--- src/rtl/ifid_pkg.sv ---
// Shared IF/ID definitions: default widths, the NOP bubble and the
// instruction/PC bundle handed from fetch toward ID/EX.
package ifid_pkg;

    localparam int INST_W_DEF = 32;
    localparam int ADDR_W_DEF = 64;

    localparam logic [31:0] BUBBLE_NOP = 32'h0;

    typedef struct packed {
        logic [INST_W_DEF-1:0] inst;
        logic [ADDR_W_DEF-1:0] addr;
    } ifid_entry_t;

endpackage

--- src/rtl/ifid_buf_mem.sv ---
// Instruction buffer storage: one synchronous write port and one
// asynchronous read port. Contents are deliberately left unreset.
module ifid_buf_mem #(
    parameter int W     = 96,
    parameter int DEPTH = 4,
    parameter int IDX_W = $clog2(DEPTH)
) (
    input  logic             i_clk,
    input  logic             i_we,
    input  logic [IDX_W-1:0] i_waddr,
    input  logic [W-1:0]     i_wdata,
    input  logic [IDX_W-1:0] i_raddr,
    output logic [W-1:0]     o_rdata
);

    logic [W-1:0] r_mem [DEPTH];

    always_ff @(posedge i_clk) begin
        if (i_we) begin
            r_mem[i_waddr] <= i_wdata;
        end
    end

    assign o_rdata = r_mem[i_raddr];

endmodule

--- src/rtl/ifid_queue.sv ---
// IF/ID stage as a DEPTH-entry in-order instruction buffer with
// valid/ready handshakes on both sides, flush and occupancy status.
module ifid_queue
    import ifid_pkg::*;
#(
    parameter int                INST_W = INST_W_DEF,
    parameter int                ADDR_W = ADDR_W_DEF,
    parameter int                DEPTH  = 4,
    parameter logic [INST_W-1:0] BUBBLE = INST_W'(BUBBLE_NOP),
    localparam int               CNT_W  = $clog2(DEPTH) + 1
) (
    input  logic              i_clk,
    input  logic              i_rst,
    input  logic [INST_W-1:0] i_inst,
    input  logic [ADDR_W-1:0] i_inst_addr,
    input  logic              i_valid,
    output logic              o_ready,
    input  logic              i_flush,
    output logic [INST_W-1:0] o_inst,
    output logic [ADDR_W-1:0] o_inst_addr,
    output logic              o_valid,
    input  logic              i_ready,
    output logic [CNT_W-1:0]  o_count,
    output logic              o_full,
    output logic              o_empty
);

    localparam int IDX_W = CNT_W - 1;
    localparam int ENT_W = INST_W + ADDR_W;

    logic [CNT_W-1:0] r_wp;
    logic [CNT_W-1:0] r_rp;

    logic             w_full;
    logic             w_empty;
    logic             w_push;
    logic             w_pop;
    logic [ENT_W-1:0] w_wdata;
    logic [ENT_W-1:0] w_rdata;

    assign w_empty = (r_wp == r_rp);
    assign w_full  = (r_wp[IDX_W-1:0] == r_rp[IDX_W-1:0]) &&
                     (r_wp[CNT_W-1] != r_rp[CNT_W-1]);

    // Ready depends only on stored state, never on i_ready.
    assign w_push = i_valid && !w_full;
    assign w_pop  = !w_empty && i_ready;

    always_ff @(posedge i_clk or posedge i_rst) begin
        if (i_rst) begin
            r_wp <= '0;
            r_rp <= '0;
        end else if (i_flush) begin
            r_wp <= r_rp;
        end else begin
            if (w_push) begin
                r_wp <= r_wp + 1'b1;
            end
            if (w_pop) begin
                r_rp <= r_rp + 1'b1;
            end
        end
    end

    assign w_wdata = {i_inst, i_inst_addr};

    ifid_buf_mem #(
        .W     (ENT_W),
        .DEPTH (DEPTH),
        .IDX_W (IDX_W)
    ) u_mem (
        .i_clk   (i_clk),
        .i_we    (w_push && !i_flush),
        .i_waddr (r_wp[IDX_W-1:0]),
        .i_wdata (w_wdata),
        .i_raddr (r_rp[IDX_W-1:0]),
        .o_rdata (w_rdata)
    );

    assign o_inst      = w_empty ? BUBBLE : w_rdata[ENT_W-1 -: INST_W];
    assign o_inst_addr = w_empty ? '0 : w_rdata[ADDR_W-1:0];
    assign o_valid     = !w_empty;
    assign o_ready     = !w_full;
    assign o_count     = r_wp - r_rp;
    assign o_full      = w_full;
    assign o_empty     = w_empty;

endmodule
--- config.mk ---
export PLATFORM = sky130hd
export DESIGN_NAME = ifid_queue
export DESIGN_NICKNAME = d
export VERILOG_FILES = /design/src/rtl/ifid_pkg.sv /design/src/rtl/ifid_buf_mem.sv /design/src/rtl/ifid_queue.sv
export SDC_FILE = /design/constraint.sdc
export NUM_CORES = 1
export LEC_CHECK = 0
export ABC_CLOCK_PERIOD_IN_PS = 9900
export BUFFER_PORTS_ARGS = -buffer_cell sky130_fd_sc_hd__buf_4
export CAP_MARGIN = 5
export CORE_MARGIN = 2
export CORE_UTILIZATION = 50
export DETAILED_ROUTE_END_ITERATION = 12
export PLACE_DENSITY_LB_ADDON = 0.08
export SLEW_MARGIN = 0
export SYNTH_ARGS = -nofsm -noshare
export SYNTH_HDL_FRONTEND = slang
export SYNTH_HIERARCHICAL = 1
export SYNTH_SLANG_ARGS = --single-unit
--- constraint.sdc ---
create_clock -name i_clk -period 9.9 [get_ports i_clk]
set_input_delay 1.485 -clock i_clk [delete_from_list [all_inputs] [get_ports i_clk]]
set_output_delay 1.485 -clock i_clk [all_outputs]
set_load 0.01 [all_outputs]
# After elaboration in Yosys (flattened, before gate mapping)
# Memories as Yosys holds them, arrays and structs flattened.
# Cells that the tools add are included.
# totals
n_memories,1
rom_bits,0
output_inout_bits,103
ff_bits,6
in_bits,101
elab_cells,25
mem_bits_rw,384
latch_bits,0
# memory_table
name,words,word_bits,read_ports,rd_ports_with_merged_regs,write_ports,line_no,rtl
u_mem.r_mem,4,96,1,0,1,ifid_buf_mem.sv:16,logic [W-1:0] r_mem [DEPTH];
# classes
n_addsub,3
n_mul,0
eq_ne,3
n_reduce_logical,9
bitwise_logic,1
shifts,0
div_mod_pow,0
n_lt_le_gt_ge,0
mux,6
# op_table
op,count
$mux W64,1
$mux W32,1
$add A3 B1 Y3 const B,2
$mux W3,2
$logic_and A1 B1 Y1,4
$eq A3 B3 Y1,1
$logic_not A1 Y1,3
$sub A3 B3 Y3,1
$eq A2 B2 Y1,1
$mux W1,2
$reduce_and A2 Y1,1
$reduce_bool A2 Y1,1
$ne A1 B1 Y1,1
$not A1 Y1,1

# Depth between registers and ports, before layout
# logic_depth
word_depth,7
mapped_depth,7
mapped_depth_nobuf,6

# By module
# The synthesis kept the hierarchy.
# modules_own_cells
module,seq_area_each_um2,cells_each,area_each_um2,n_inst
ifid_buf_mem,11531.1,506,13889.6,1
ifid_queue,150.1,158,1157.4,1

# Least setup slack after synthesis
# OpenSTA, ideal clock, no wires.
# synth_path
path_type,input to register
from,input port i_flush
to,"memory u_mem.r_mem[0][0], enable pin"
path_slack_ns,0.346
setup_time_ns,0.688
n_path_buf,1
required_ns,9.212
cell_stages,4
t_arrival_ns,8.866
path_cell_list,clkbuf_1 > inv_1 > and3_1 > nor3b_1
# synth_between
elab_chain_cells,4
# synth_rtl
item,line_no,rtl
from (decl),ifid_queue.sv:18,"input logic i_flush,"
$logic_not A1 Y1,ifid_queue.sv:73,".i_we (w_push && !i_flush),"
$logic_and A1 B1 Y1,ifid_queue.sv:73,
$mux W1,ifid_buf_mem.sv:19,if (i_we) begin
$mux W1 (implied by the code),ifid_buf_mem.sv:20,r_mem[i_waddr] <= i_wdata;
to (decl),ifid_buf_mem.sv:16,
# No other way between the ends.

# Worst setup path in the final report
# layout_path
from,register r_rp[1]
to,output port o_inst[12]
# layout_between
elab_chain_cells,2
elab_cells_between_ends,3
cone_classes,eq/ne: 1; mux: 1; memory: 1
# layout_rtl
item,line_no,rtl
from (decl),ifid_queue.sv:32,logic [CNT_W-1:0] r_rp;
from (signal assigned),ifid_queue.sv:60,r_rp <= r_rp + 1'b1;
$mem_v2 Z4 W96 or $eq A3 B3 Y1 (tied branches),--,
$mux W32 (*),ifid_queue.sv:80,assign o_inst = w_empty ? BUBBLE : w_rdata[ENT_W-1 -: INST_W];
to (decl),ifid_queue.sv:19,"output logic [INST_W-1:0] o_inst,"
# Mark *: on every way between the ends. The rest lies on a longest branch, timed or not.

==> metrics <==
total grt overflow=0; initial core utilization=0.5077; post-synthesis sequential area ratio=0.7763; drt pass-1 iters=5; status=completed; crit path buf inv count=2; Max clock buf depth=3; post-layout min period=around 4.9 ns; die footprint=approximately 31000 um^2; Ports=204; mean post-synth cell area=22.66 um^2; PostCTS Resize Cnt=0; Routed WL per cell=~22 um; final setup margin=around 5 ns; ANT cells=0; Synth Net Count=770; fin nets=between 900 and 1000; synth unique cells=35; slowest stage delay, CP=0.91 ns; Lkg Pwr=between 0.006 and 0.007 uW; Via-to-Cell Ratio=approximately 5.4; total negative slack=0 ns; Startpoint Class=flip-flop; Data required, critical path=around 8.4 ns; Worst setup EP type=output port; fin area=between 15000 and 20000 um^2; peak supply drop=around 0.00017 V; most common cell after layout, fill and taps aside=edfxtp_1; root buffer cell=clkbuf_16; Reg area=11690 um^2; initial antenna violation count=1; core area=29640 um^2; H-tree levels=2; Tcrit/Tclk final=0.4926; Crit path depth=6; Routed WL=a little under 30000 um; Setup WS pre-CTS=about 5.5 ns; RSZ-0062 raised after global routing=no; cell type with the largest total area after synthesis=edfxtp_1; Final setup viols=0; area of the multi-input gates=between 3000 and 4000 um^2; most frequent cells in the layout=edfxtp_1, buf_4, and2_1; Critical Path AT=roughly 3.4 ns; TritonCTS Sinks=390; Max Cap Viol=0; Fillers=2182; Yosys reg bits=just under 400; CP cell instances=inv_1 > ha_1 > and2_1 > nand2_4 > and2_1 > buf_4; via count of the first global-routing pass=7614; power density over cell area=around 310 nW/um^2; Crit path max-delay family=simple AND/OR/NAND/NOR gates; Mapped Cells=roughly 660; hold path cells=1; Post CTS Setup Buffer Count=0; Slew Viols, Final=0; CTS Buf Count=about 40; Detailed Route Iter0 Violations=between 500 and 600; top cell type's share of synthesized area=0.7663; die outline height=approximately 180 um; # hold bufs at CTS=0; pin slew with the least headroom to its limit=a little over 1 ns; f_max=between 200 and 250 MHz; CP most frequent cell=and2_1; Hold Violations, Final=0; I/O Buffers=a little over 200; GRT Total Usage=0.1852; RD Place Congestion=approximately 0.75; Synth-to-Final Area Change=20.85%; top cells by area, synth=edfxtp_1, mux4_2, and2_1; synthesized cell area=about 15000 um^2; worst r2r path cells=7; layout cell share with drive strength beyond 1=0.4061; largest net degree at the start of global routing=99; DR DRC count=0; Routed Antenna Nets=0; Clock Pin Slew Worst Setup and Hold Paths=~0.06 ns; worst min path class=reg -> reg; clk_lat worst skew=about 0.52 ns; Std-Cell Rows=63; post-DP HPWL=between 15000 and 20000 um; clk_skew=about 0.017 ns; slowest cell on the critical path=dfrtp_4; detailed-route via count=7092; Worst Path Max Fanout=between 90 and 100; first-pass GRT wire length=43770 um; worst setup path category=reg -> out; slew margin rel.=0.3189; Yosys warnings=6; CTS tree=done; dpl cell area=roughly 17000 um^2; Die Width=about 180 um
==> final timing paths <==
check | start | slack, ns | to
worst max-delay path | r_rp[1] | 5.02 | o_inst[12]
worst min-delay path | r_rp[2] | 0.64 | r_rp[2]
worst max register to register | r_rp[1] | 5.88 | u_mem/r_mem[1][43]
worst min register to register | r_rp[2] | 0.64 | r_rp[2]
max in group asynchronous | i_rst | 8.79 | r_rp[1]
min in group asynchronous | i_rst | 0.89 | r_rp[0]
==> synthesized netlist by cell type <==
library cell and number:
a21oi_1 2, o31a_1 1, o22ai_1 1, nand2_4 1, nand4_1 1, nor2b_1 1
and2_1 97, fa_1 1, and3_1 2, buf_6 4, mux2_4 1, ha_1 4
o211ai_1 1, clkbuf_1 6, nand2_1 5, nor3b_1 2, or4_1 1, nand3_1 3
and2_0 1, mux4_2 96, o2111ai_1 1, and3b_1 2, inv_1 9, xnor2_2 1
xnor2_1 3, buf_8 4, dfrtp_1 6, buf_2 12, o21ai_2 1, o311ai_0 1
a31oi_1 1, xor2_2 1, edfxtp_1 384, buf_12 1, clkbuf_2 6
==> routing by layer <==
metal,vias up,part of all wire,track usage
met5,-,0.00045,0
met4,2,0.016,0.04372
met3,38,0.066,0.04477
met2,202,0.51,0.3122
met1,3706,0.41,0.2458
li1,3144,-,-
==> flip-flops by register name, summed over array words and instances, names as in the netlist <==
register and flops:
r_wp 3, u_mem/r_mem 384, r_rp 3
==> worst reg2reg max path, cell delays in order (launching register included) <==
cell and delay, ns:
dfrtp_4 0.91, inv_1 0.18, ha_1 0.35, and2_1 0.22, nand2_1 0.12, and3_1 0.25
and3b_4 0.69, buf_4 0.88
==> cell type report <==
cell class | count | share of cell area
flip-flops and latches | 390 | 0.6428
multi-input cells | 232 | 0.1711
repair buffers | 211 | 0.08711
clock buffers | 54 | 0.06255
well taps | 390 | 0.02684
clock inverters | 20 | 0.007707
inverters | 9 | 0.001858
==> power breakdown <==
group          switching [uW]  internal [uW]
registers                 129           2030
clock network             575            857
logic                     988           1090
total                    1690           3980
==> through the flow <==
stage	utilization	cells	hold slack [ns]	total power [uW]
2_1_floorplan	-	664	0.5318	3449
3_3_place_gp	0.5704	1232	0.6115	4289
3_5_place_dp	0.5704	1232	0.6264	4320
4_1_cts	0.6135	1306	0.6357	5763
5_1_grt	0.6135	1306	0.6644	5968
6_report	0.6135	1306	0.6375	5676
==> cell families after synthesis <==
family | synth area share
muxes | 0.1447
xor gates and xnor gates | 0.003909
buffers and inverters | 0.01804
AOI/OAI and AO/OA | 0.004325
adders and majority gates | 0.004657
DFF | 0.7763
and+or+nand+nor | 0.04806
No activity file was read; power rests on OpenSTA's default activity.
